$ cat config.mk
export PLATFORM = sky130hd
export DESIGN_NAME = mem_arbiter
export DESIGN_NICKNAME = d
export VERILOG_FILES = /design/src/rtl/mem_arbiter.sv
export SDC_FILE = /design/constraint.sdc
export NUM_CORES = 1
export LEC_CHECK = 0
export CAP_MARGIN = 20
export CELL_PAD_IN_SITES_DETAIL_PLACEMENT = 2
export CELL_PAD_IN_SITES_GLOBAL_PLACEMENT = 2
export CORE_ASPECT_RATIO = 1.5
export CORE_MARGIN = 3
export CORE_UTILIZATION = 23
export CTS_CLUSTER_SIZE = 40
export DETAILED_ROUTE_END_ITERATION = 10
export PLACE_DENSITY = 0.88
export SYNTH_ARGS = -nofsm -noshare
export SYNTH_HDL_FRONTEND = slang
export SYNTH_SLANG_ARGS = --single-unit
$ cat constraint.sdc
create_clock -name clk -period 1.6 [get_ports clk]
set_input_delay 0.4 -clock clk [delete_from_list [all_inputs] [get_ports clk]]
set_output_delay 0.4 -clock clk [all_outputs]
set_load 0.03 [all_outputs]
$ cat src/rtl/mem_arbiter.sv
// Round-robin arbiter sharing one memory port between fetch (I) and load/store (D).
// One transaction in flight; watchdog aborts a stalled WAIT after TIMEOUT cycles.
module mem_arbiter #(
  parameter int TIMEOUT = 15
) (
  input  logic        clk,
  input  logic        resetn,
  input  logic        i_req,
  input  logic [31:0] i_addr,
  output logic        i_gnt,
  output logic        i_rvalid,
  output logic [31:0] i_rdata,
  input  logic        d_req,
  input  logic [31:0] d_addr,
  input  logic [31:0] d_wdata,
  input  logic [3:0]  d_wmask,
  output logic        d_gnt,
  output logic        d_rvalid,
  output logic [31:0] d_rdata,
  output logic        rsp_err,
  output logic        busy,
  output logic        mem_req,
  output logic [31:0] mem_addr,
  output logic [31:0] mem_wdata,
  output logic [3:0]  mem_wmask,
  input  logic [31:0] mem_rdata,
  input  logic        mem_done
);

  typedef enum logic [1:0] {IDLE, ISSUE, WAIT, RESP} state_e;

  localparam int            CW    = $clog2(TIMEOUT + 2);
  localparam logic [CW-1:0] TO    = CW'(TIMEOUT);
  localparam bit            WD_EN = (TIMEOUT != 0);

  state_e        state_q, state_d;
  logic          own_d_q, own_d_d;     // current owner is the D port
  logic          prio_i_q, prio_i_d;   // I wins the next tie
  logic [CW-1:0] cnt_q, cnt_d;
  logic          i_gnt_q, i_gnt_d, d_gnt_q, d_gnt_d;
  logic          i_rvalid_q, i_rvalid_d, d_rvalid_q, d_rvalid_d;
  logic [31:0]   i_rdata_q, i_rdata_d, d_rdata_q, d_rdata_d;
  logic          rsp_err_q, rsp_err_d;
  logic          busy_q, busy_d;
  logic          mem_req_q, mem_req_d;
  logic [31:0]   mem_addr_q, mem_addr_d, mem_wdata_q, mem_wdata_d;
  logic [3:0]    mem_wmask_q, mem_wmask_d;
  logic          pick_d;
  logic          finish;
  logic [31:0]   rsp_data;
  logic [CW-1:0] cnt_inc;

  assign cnt_inc = cnt_q + 1'b1;

  always_comb begin
    state_d     = state_q;
    own_d_d     = own_d_q;
    prio_i_d    = prio_i_q;
    cnt_d       = cnt_q;
    i_gnt_d     = 1'b0;
    d_gnt_d     = 1'b0;
    i_rvalid_d  = 1'b0;
    d_rvalid_d  = 1'b0;
    i_rdata_d   = i_rdata_q;
    d_rdata_d   = d_rdata_q;
    rsp_err_d   = rsp_err_q;
    mem_req_d   = 1'b0;
    mem_addr_d  = mem_addr_q;
    mem_wdata_d = mem_wdata_q;
    mem_wmask_d = mem_wmask_q;
    pick_d      = d_req && (!i_req || !prio_i_q);
    finish      = 1'b0;
    rsp_data    = 32'd0;

    case (state_q)
      IDLE: begin
        if (i_req || d_req) begin
          state_d     = ISSUE;
          own_d_d     = pick_d;
          mem_addr_d  = pick_d ? d_addr  : i_addr;
          mem_wdata_d = pick_d ? d_wdata : 32'd0;
          mem_wmask_d = pick_d ? d_wmask : 4'd0;
          mem_req_d   = 1'b1;
          i_gnt_d     = !pick_d;
          d_gnt_d     = pick_d;
        end
      end
      ISSUE: begin
        // mem_done here would be a protocol violation, so it is not looked at
        state_d  = WAIT;
        cnt_d    = '0;
        prio_i_d = own_d_q;
      end
      WAIT: begin
        if (WD_EN) cnt_d = cnt_inc;
        if (mem_done) begin
          finish    = 1'b1;
          rsp_data  = (mem_wmask_q == 4'd0) ? mem_rdata : 32'd0;
          rsp_err_d = 1'b0;
        end else if (WD_EN && cnt_inc == TO) begin
          finish    = 1'b1;
          rsp_err_d = 1'b1;
        end
      end
      RESP: state_d = IDLE;
      default: state_d = IDLE;
    endcase

    if (finish) begin
      state_d = RESP;
      if (own_d_q) begin
        d_rvalid_d = 1'b1;
        d_rdata_d  = rsp_data;
      end else begin
        i_rvalid_d = 1'b1;
        i_rdata_d  = rsp_data;
      end
    end

    busy_d = (state_d != IDLE);
  end

  always_ff @(posedge clk) begin
    if (!resetn) begin
      state_q     <= IDLE;
      own_d_q     <= 1'b0;
      prio_i_q    <= 1'b1;
      cnt_q       <= '0;
      i_gnt_q     <= 1'b0;
      d_gnt_q     <= 1'b0;
      i_rvalid_q  <= 1'b0;
      d_rvalid_q  <= 1'b0;
      i_rdata_q   <= 32'd0;
      d_rdata_q   <= 32'd0;
      rsp_err_q   <= 1'b0;
      busy_q      <= 1'b0;
      mem_req_q   <= 1'b0;
      mem_addr_q  <= 32'd0;
      mem_wdata_q <= 32'd0;
      mem_wmask_q <= 4'd0;
    end else begin
      state_q     <= state_d;
      own_d_q     <= own_d_d;
      prio_i_q    <= prio_i_d;
      cnt_q       <= cnt_d;
      i_gnt_q     <= i_gnt_d;
      d_gnt_q     <= d_gnt_d;
      i_rvalid_q  <= i_rvalid_d;
      d_rvalid_q  <= d_rvalid_d;
      i_rdata_q   <= i_rdata_d;
      d_rdata_q   <= d_rdata_d;
      rsp_err_q   <= rsp_err_d;
      busy_q      <= busy_d;
      mem_req_q   <= mem_req_d;
      mem_addr_q  <= mem_addr_d;
      mem_wdata_q <= mem_wdata_d;
      mem_wmask_q <= mem_wmask_d;
    end
  end

  assign i_gnt     = i_gnt_q;
  assign d_gnt     = d_gnt_q;
  assign i_rvalid  = i_rvalid_q;
  assign d_rvalid  = d_rvalid_q;
  assign i_rdata   = i_rdata_q;
  assign d_rdata   = d_rdata_q;
  assign rsp_err   = rsp_err_q;
  assign busy      = busy_q;
  assign mem_req   = mem_req_q;
  assign mem_addr  = mem_addr_q;
  assign mem_wdata = mem_wdata_q;
  assign mem_wmask = mem_wmask_q;

endmodule

==> flow_metrics.py, run 1 <==
metrics = {
    "setup_path": {
        "r2r_cells": 6,
        "cp-start-kind": "register",
        "cp-startpoint": "mem_wmask[0]",
        "worst-setup-path-type": "register to register",
        "worstPathArrival_ns": 2.03,
        "crit_path_end_kind": "register",
        "path_max_fanout": 8,
        "reg2reg_from": "mem_wmask[0]",
        "required_ns": 1.97,
    },
    "power_and_ir_drop": {
        "switching_power_mw": 5.69,
        "power_leakage_nw": 4.25,
        "ir_drop_v": 0.000753,
        "sw_frac_of_total_pct": 37.1,
        "combPwrFrac_pct": 39.4,
        "powerDensity_nw_per_um2": 1410,
        "p_seq_share_pct": 31.5,
        "clockPowerShare_pct": 29.0,
        "internal_power_mw": 9.65,
    },
    "die": {
        "core_um2": 28200,
        "die_height_um": 214,
        "die-area_um2": 30800,
        "rows": 75,
        "start_util_pct": 23.5,
        "io_pins": 276,
        "fp.dieW_um": 144,
    },
    "placed_design": {
        "pre_cts_ws_ns": -0.430,
        "place_congestion": 0.724,
        "port_buffers": 275,
        "dp_hpwl_um": 18300,
    },
    "yosys": {
        "yosysUniqueCellTypes": 43,
        "synth_top_area_share_pct": 44.8,
        "synth_seq_cells": 148,
        "synth_top_cell_by_area": "dfxtp_1",
        "synth_area_um2": 6610,
        "ys_seq_area_share_pct": 44.8,
        "yosys_warnings": 0,
        "async_flop_share_pct": 0,
        "synth-edff-count": 0,
        "synth_most_common_cell": "dfxtp_1",
        "synth_flop_cell": "dfxtp_1",
        "syn_inst": 642,
        "yosys-top-cells-area": "dfxtp_1 (45%), a32oi_1 (8.5%), o21ai_2 (8.0%)",
        "synth.avg_cell_area_um2": 10.3,
        "synth_fp_nets": 784,
        "synth_common_cells": "dfxtp_1 (148), nand3_1 (67), a32oi_1 (64), o21ai_2 (60), nor2b_1 (38)",
    },
    "sta": {
        "hold_viol_final": 0,
        "setup_viol": 35,
        "worst_pin_slew_ns": 0.752,
        "timing.final.ws_setup_ns": -0.0654,
        "fin_crit_ns": 1.67,
        "relSlewSlack_pct": 49.9,
        "slew_violations": 0,
        "period_share_pct": 104,
        "skew_ns": 0.0117,
        "clock.fmax_mhz": 600,
        "whs_ns": 0.271,
        "rsz0062_at_grt": "yes",
    },
    "flow_run": {
        "maxCapViolations": 0,
    },
    "cells_and_area": {
        "regArea_um2": 2970,
        "multi_input_area_um2": 3290,
        "finish.net_count": 1057,
        "drive_above_1_share_pct": 32.8,
        "area_growth_pct": 65.3,
        "fill_cells": 2947,
    },
    "global_routing": {
        "antenna_found_initial": 2,
        "grt_use_total_pct": 16.3,
        "grt_overflow": 0,
        "grtUsageMet3_pct": 4.28,
        "use_met1_pct": 17.0,
        "grt_pass1_vias": 7024,
        "grt_pass1_wl_um": 39000,
        "top_usage_layer": "met2",
        "grt_max_degree": 130,
        "grtUsageMet2_pct": 30.4,
    },
    "clocking": {
        "cts_made_buffers": 17,
        "clk_pin_slew_worst_paths_ns": 0.07,
        "clk_path_buf_depth": 2,
        "clock_sinks": 148,
        "h-tree-depth": 4,
        "clkLatencyLatePin_ns": 0.44,
        "root_buffer": "clkbuf_16",
        "cts_tree": "built",
        "hold_buffers": 0,
    },
    "drt": {
        "wl_per_cell_um": 21.1,
        "drc": 0,
        "wl_um": 26800,
        "dr.pass1.iters": 4,
        "vias": 6360,
        "drt_first_iter_violations": 197,
        "via_per_inst": 4.99,
        "ant_nets": 0,
    },
    "outcome": {
        "violations": "negative setup slack",
        "status": "complete, but fails checks",
    },
    "hold_path": {
        "hold_path.class": "input pin to register",
        "worstHoldStart": "resetn",
        "hold_depth": 3,
    },
}
-- cell usage in the layout (no fill, tap or decap), drive strengths merged, types with 7 or more instances in the layout --
master / netlist / routed
a22oi: 36 / 36
dfxtp: 148 / 148
nand3: 67 / 67
inv: 7 / 7
clkinv: 0 / 7
o211a: 33 / 33
clkdlybuf4s15: 0 / 113
clkbuf: 28 / 41
nor2b: 38 / 38
and2: 7 / 7
o21ai: 68 / 68
a32oi: 64 / 64
nand2: 38 / 38
buf: 41 / 51
clkdlybuf4s50: 0 / 133
mux2i: 34 / 34
-- timing repair --
action                                  in CTS  in global routing
resized for setup                          378                 58
cloned                                       1                  7
endpoints found under the hold margin        0                  0
endpoints found under the setup margin     205                 96
pin swaps                                    2                 14
setup buffers                                1                  4
-- sequential cells by signal, summed over array words and instances (netlist names), 2 cells and up --
signal and cells:
mem_addr 32, mem_wdata 32, mem_wmask 4, cnt_q 5
i_rdata 32, state_q 2, d_rdata 32
-- layout make-up --
class | instances | area share (%)
Sequential cell | 148 | 27.2
Inverter | 7 | 0.241
Tap cell | 346 | 3.96
Clock inverter | 13 | 1.90
Antenna cell | 1 | 0.0229
Clock buffer | 19 | 3.96
Timing Repair Buffer | 323 | 32.6
Multi-Input combinational cell | 418 | 30.1
-- power groups by stage --
stage	Clock (mW)	Sequential [mW]	Combinational (mW)
6_report	4.46	4.84	6.05
4_1_cts	4.62	4.83	5.91
5_1_grt	4.75	4.92	6.47
3_5_place_dp	0	4.90	6.07
3_3_place_gp	0	4.86	5.89
2_1_floorplan	0	6.03	2.13
-- metal layers --
layer  vias to the layer above  routed length (µm)
li1                       2971                   -
met1                      3156               10000
met2                       191               14800
met3                        40                1230
met4                         2                 767
met5                         -                  13
-- worst max-delay path, cell delays in order, from the launching register on --
cell       delay [ns]
dfxtp_2          0.32
or4_4            0.58
nor3_4           0.22
buf_12           0.15
clkbuf_16        0.16
a32oi_1          0.08
o21ai_2          0.09
-- kinds of logic after synthesis --
logic type	count (synthesis)	synth area share [%]
multiplexers	35	5.32
adder cells (fa/ha/maj)	5	0.947
buffers and inverters	77	7.78
AO/OA/AOI/OAI	213	27.4
XOR/XNOR	1	0.133
AND/OR/NAND/NOR	163	13.6
flip-flops	148	44.8
-- path summary, 6_finish.rpt --
| path | slack (ns) | end |
|---|---|---|
| min | 0.27 | d_rvalid |
| min reg2reg | 0.49 | i_rdata[15] |
| max | -0.07 | i_rdata[13] |
| max reg2reg | -0.07 | i_rdata[13] |
-- stage by stage --
step                setup TNS (ns)  cells  power, mW  utilization (%)  cell area (µm²)
global placement            -27.36   1229       10.7             35.0             9860
CTS                          -1.18   1263       15.4             37.8            10600
global route                 -5.44   1275       16.1             38.8            10900
detailed placement          -37.84   1229       11.0             35.0             9860
floorplan                        0    642       8.16                -             6640
finish                       -1.34   1275       15.3             38.8            10900
Note: power is estimated with default switching activity, not from simulation.
==> run 2, diff against run 1 <==
Settings changed: CORE_MARGIN 3 to unset, SKIP_LAST_GASP set to 1.
==> run 2 against run 1 <==
  * The run still ends with negative setup slack left
  * Routed wire length about the same
  * Combinational power down 1%
  * Sequential share of layout area shrank 0.21 points
  * First-iteration DRC count down 2.5%
  * Non-clock buffer count up 17
  * Register-to-register slack got worse by 0.06 ns
  * Die area down 4.6%
  * Cell area is 0.84% higher
  * Sequential cell count unchanged
  * Final cell count is 1.3% higher
  * Total power down 1.8%
  * Clock skew down 0.00067 ns
==> flow_metrics.py, run 2 (synthesized netlist as in run 1, its figures left out) <==
metrics = {
    "outcome": {
        "status": "complete, but fails checks",
        "violations": "negative setup slack",
    },
    "die": {
        "io_pins": 276,
        "fp.dieW_um": 140,
        "core_um2": 28200,
        "rows": 75,
        "die_height_um": 210,
        "start_util_pct": 23.5,
        "die-area_um2": 29400,
    },
    "setup_path": {
        "required_ns": 1.97,
        "crit_path_end_kind": "register",
        "r2r_cells": 7,
        "cp_common_cell": "buf_6",
        "worstPathArrival_ns": 2.09,
        "cp-start-kind": "register",
        "path_max_fanout": 8,
        "slowest_delay_ns": 0.57,
        "cp_num_cells": 7,
        "worst-setup-path-type": "register to register",
        "worst-path-buf-inv": 3,
        "cp_slowest_cell": "or4_4",
        "path_cells": "or4_4, buf_6, nor3_4, buf_6, clkbuf_16, a32oi_1, o21ai_2",
        "worst_path_dominant_cell_family": "simple AND/OR/NAND/NOR gates",
    },
    "sta": {
        "rsz0062_at_grt": "yes",
        "hold_viol_final": 0,
        "worst_pin_slew_ns": 0.550,
        "setup_tns_ns": -3.90,
        "period_share_pct": 108,
        "whs_ns": 0.264,
        "skew_ns": 0.0110,
        "slew_violations": 0,
        "relSlewSlack_pct": 63.4,
        "clock.fmax_mhz": 580,
        "setup_viol": 56,
        "fin_crit_ns": 1.72,
        "timing.final.ws_setup_ns": -0.123,
    },
    "cells_and_area": {
        "drive_above_1_share_pct": 32.7,
        "finalNonFillerCells": 1291,
        "post-route-util_pct": 39.1,
        "fill_cells": 2945,
        "area_growth_pct": 66.7,
        "final_cell_mix": "dfxtp_1 (141), clkdlybuf4s50_1 (134), clkdlybuf4s15_2 (87), nand3_1 (66), o21ai_2 (61)",
        "final_common_cell": "dfxtp_1",
        "finish.net_count": 1073,
    },
    "drt": {
        "met3_length_um": 1360,
        "dr.pass1.iters": 5,
        "highest_layer": "met5",
        "wl_per_cell_um": 20.8,
        "wl_met1_um": 9770,
        "wl_um": 26800,
        "vias": 6473,
        "wl_met2_um": 15000,
        "via_per_inst": 5.01,
        "drt_first_iter_violations": 192,
        "drc": 0,
        "ant_nets": 0,
    },
    "global_routing": {
        "grt_pass1_vias": 7102,
        "antenna_found_initial": 2,
        "grt_use_total_pct": 17.8,
        "grt_max_degree": 128,
        "grt_pass1_wl_um": 40300,
        "grt_overflow": 0,
    },
    "placed_design": {
        "dp.cells": 1231,
        "dp_hpwl_um": 17500,
        "port_buffers": 275,
        "place_congestion": 0.726,
    },
    "clocking": {
        "clk_pin_slew_worst_paths_ns": 0.06,
        "clkLatencyLatePin_ns": 0.44,
        "clk_path_buf_depth": 2,
        "cts_tree": "built",
        "root_buffer": "clkbuf_16",
        "cts_made_buffers": 17,
        "clock_sinks": 148,
        "h-tree-depth": 4,
    },
    "power_and_ir_drop": {
        "powerDensity_nw_per_um2": 1370,
        "total_power_mw": 15.1,
        "power_leakage_nw": 4.33,
        "ir_drop_v": 0.000756,
    },
    "hold_path": {
        "hold_depth": 3,
        "hold_path.class": "input pin to register",
    },
    "flow_run": {
        "maxCapViolations": 0,
    },
}
run 2: power breakdown:
group / internal, mW / switching (mW) / total, mW
logic: 2.48 / 3.51 / 5.99
clock network: 2.53 / 1.70 / 4.23
registers: 4.37 / 0.474 / 4.85
total: 9.38 / 5.68 / 15.1
run 2: final timing paths:
check,endpoint,slack (ns),startpoint
max,d_rdata[26],-0.12,mem_wmask[0]
max reg2reg,d_rdata[26],-0.12,mem_wmask[0]
min reg2reg,d_rdata[14],0.49,d_rdata[14]
min,d_rvalid,0.26,resetn
run 2: through the flow:
stage	worst slack (ns)	cell area, µm²
after floorplan	0.00270	6640
after global placement	-0.299	9890
after detailed placement	-0.439	9890
after CTS	-0.126	10900
after global routing	-0.196	11000
final	-0.123	11000
run 2: layout make-up:
cell class	instances	area, µm²	area share, %
repair buffers	340	3710	33.7
multi-input cells	417	3250	29.5
flip-flops and latches	148	2970	27.0
clock buffers	19	453	4.11
well taps	346	433	3.93
clock inverters	13	156	1.42
inverters	7	31.3	0.284
diodes	1	2.50	0.0227
run 2: per-layer routing:
metal  vias to the layer above  GRT usage (%)
met2                       196           34.0
met5                         -              0
met1                      3228           17.9
met3                        40           4.52
met4                         2           7.81
li1                       3007              -
run 2: what timing repair did:
action                     4_1_cts  5_1_grt
buffers inserted                11        6
pin swaps                        5       13
gates resized for setup        372       49
setup endpoints to repair      197      152
cloned                           5        7
hold buffers                     0        0
run 2: worst reg2reg max path, stage by stage, from the launching register on:
cell and delay [ns]:
dfxtp_2 0.32, or4_4 0.57, buf_6 0.15, nor3_4 0.13, buf_6 0.15, clkbuf_16 0.16
a32oi_1 0.08, o21ai_2 0.10
==> run 3, diff against run 2 <==
Settings changed: ABC_CLOCK_PERIOD_IN_PS set to 1600, GPL_ROUTABILITY_DRIVEN set to 1.
==> results of run 3 <==
Final layout, timing and power as in run 2 (identical DEF).
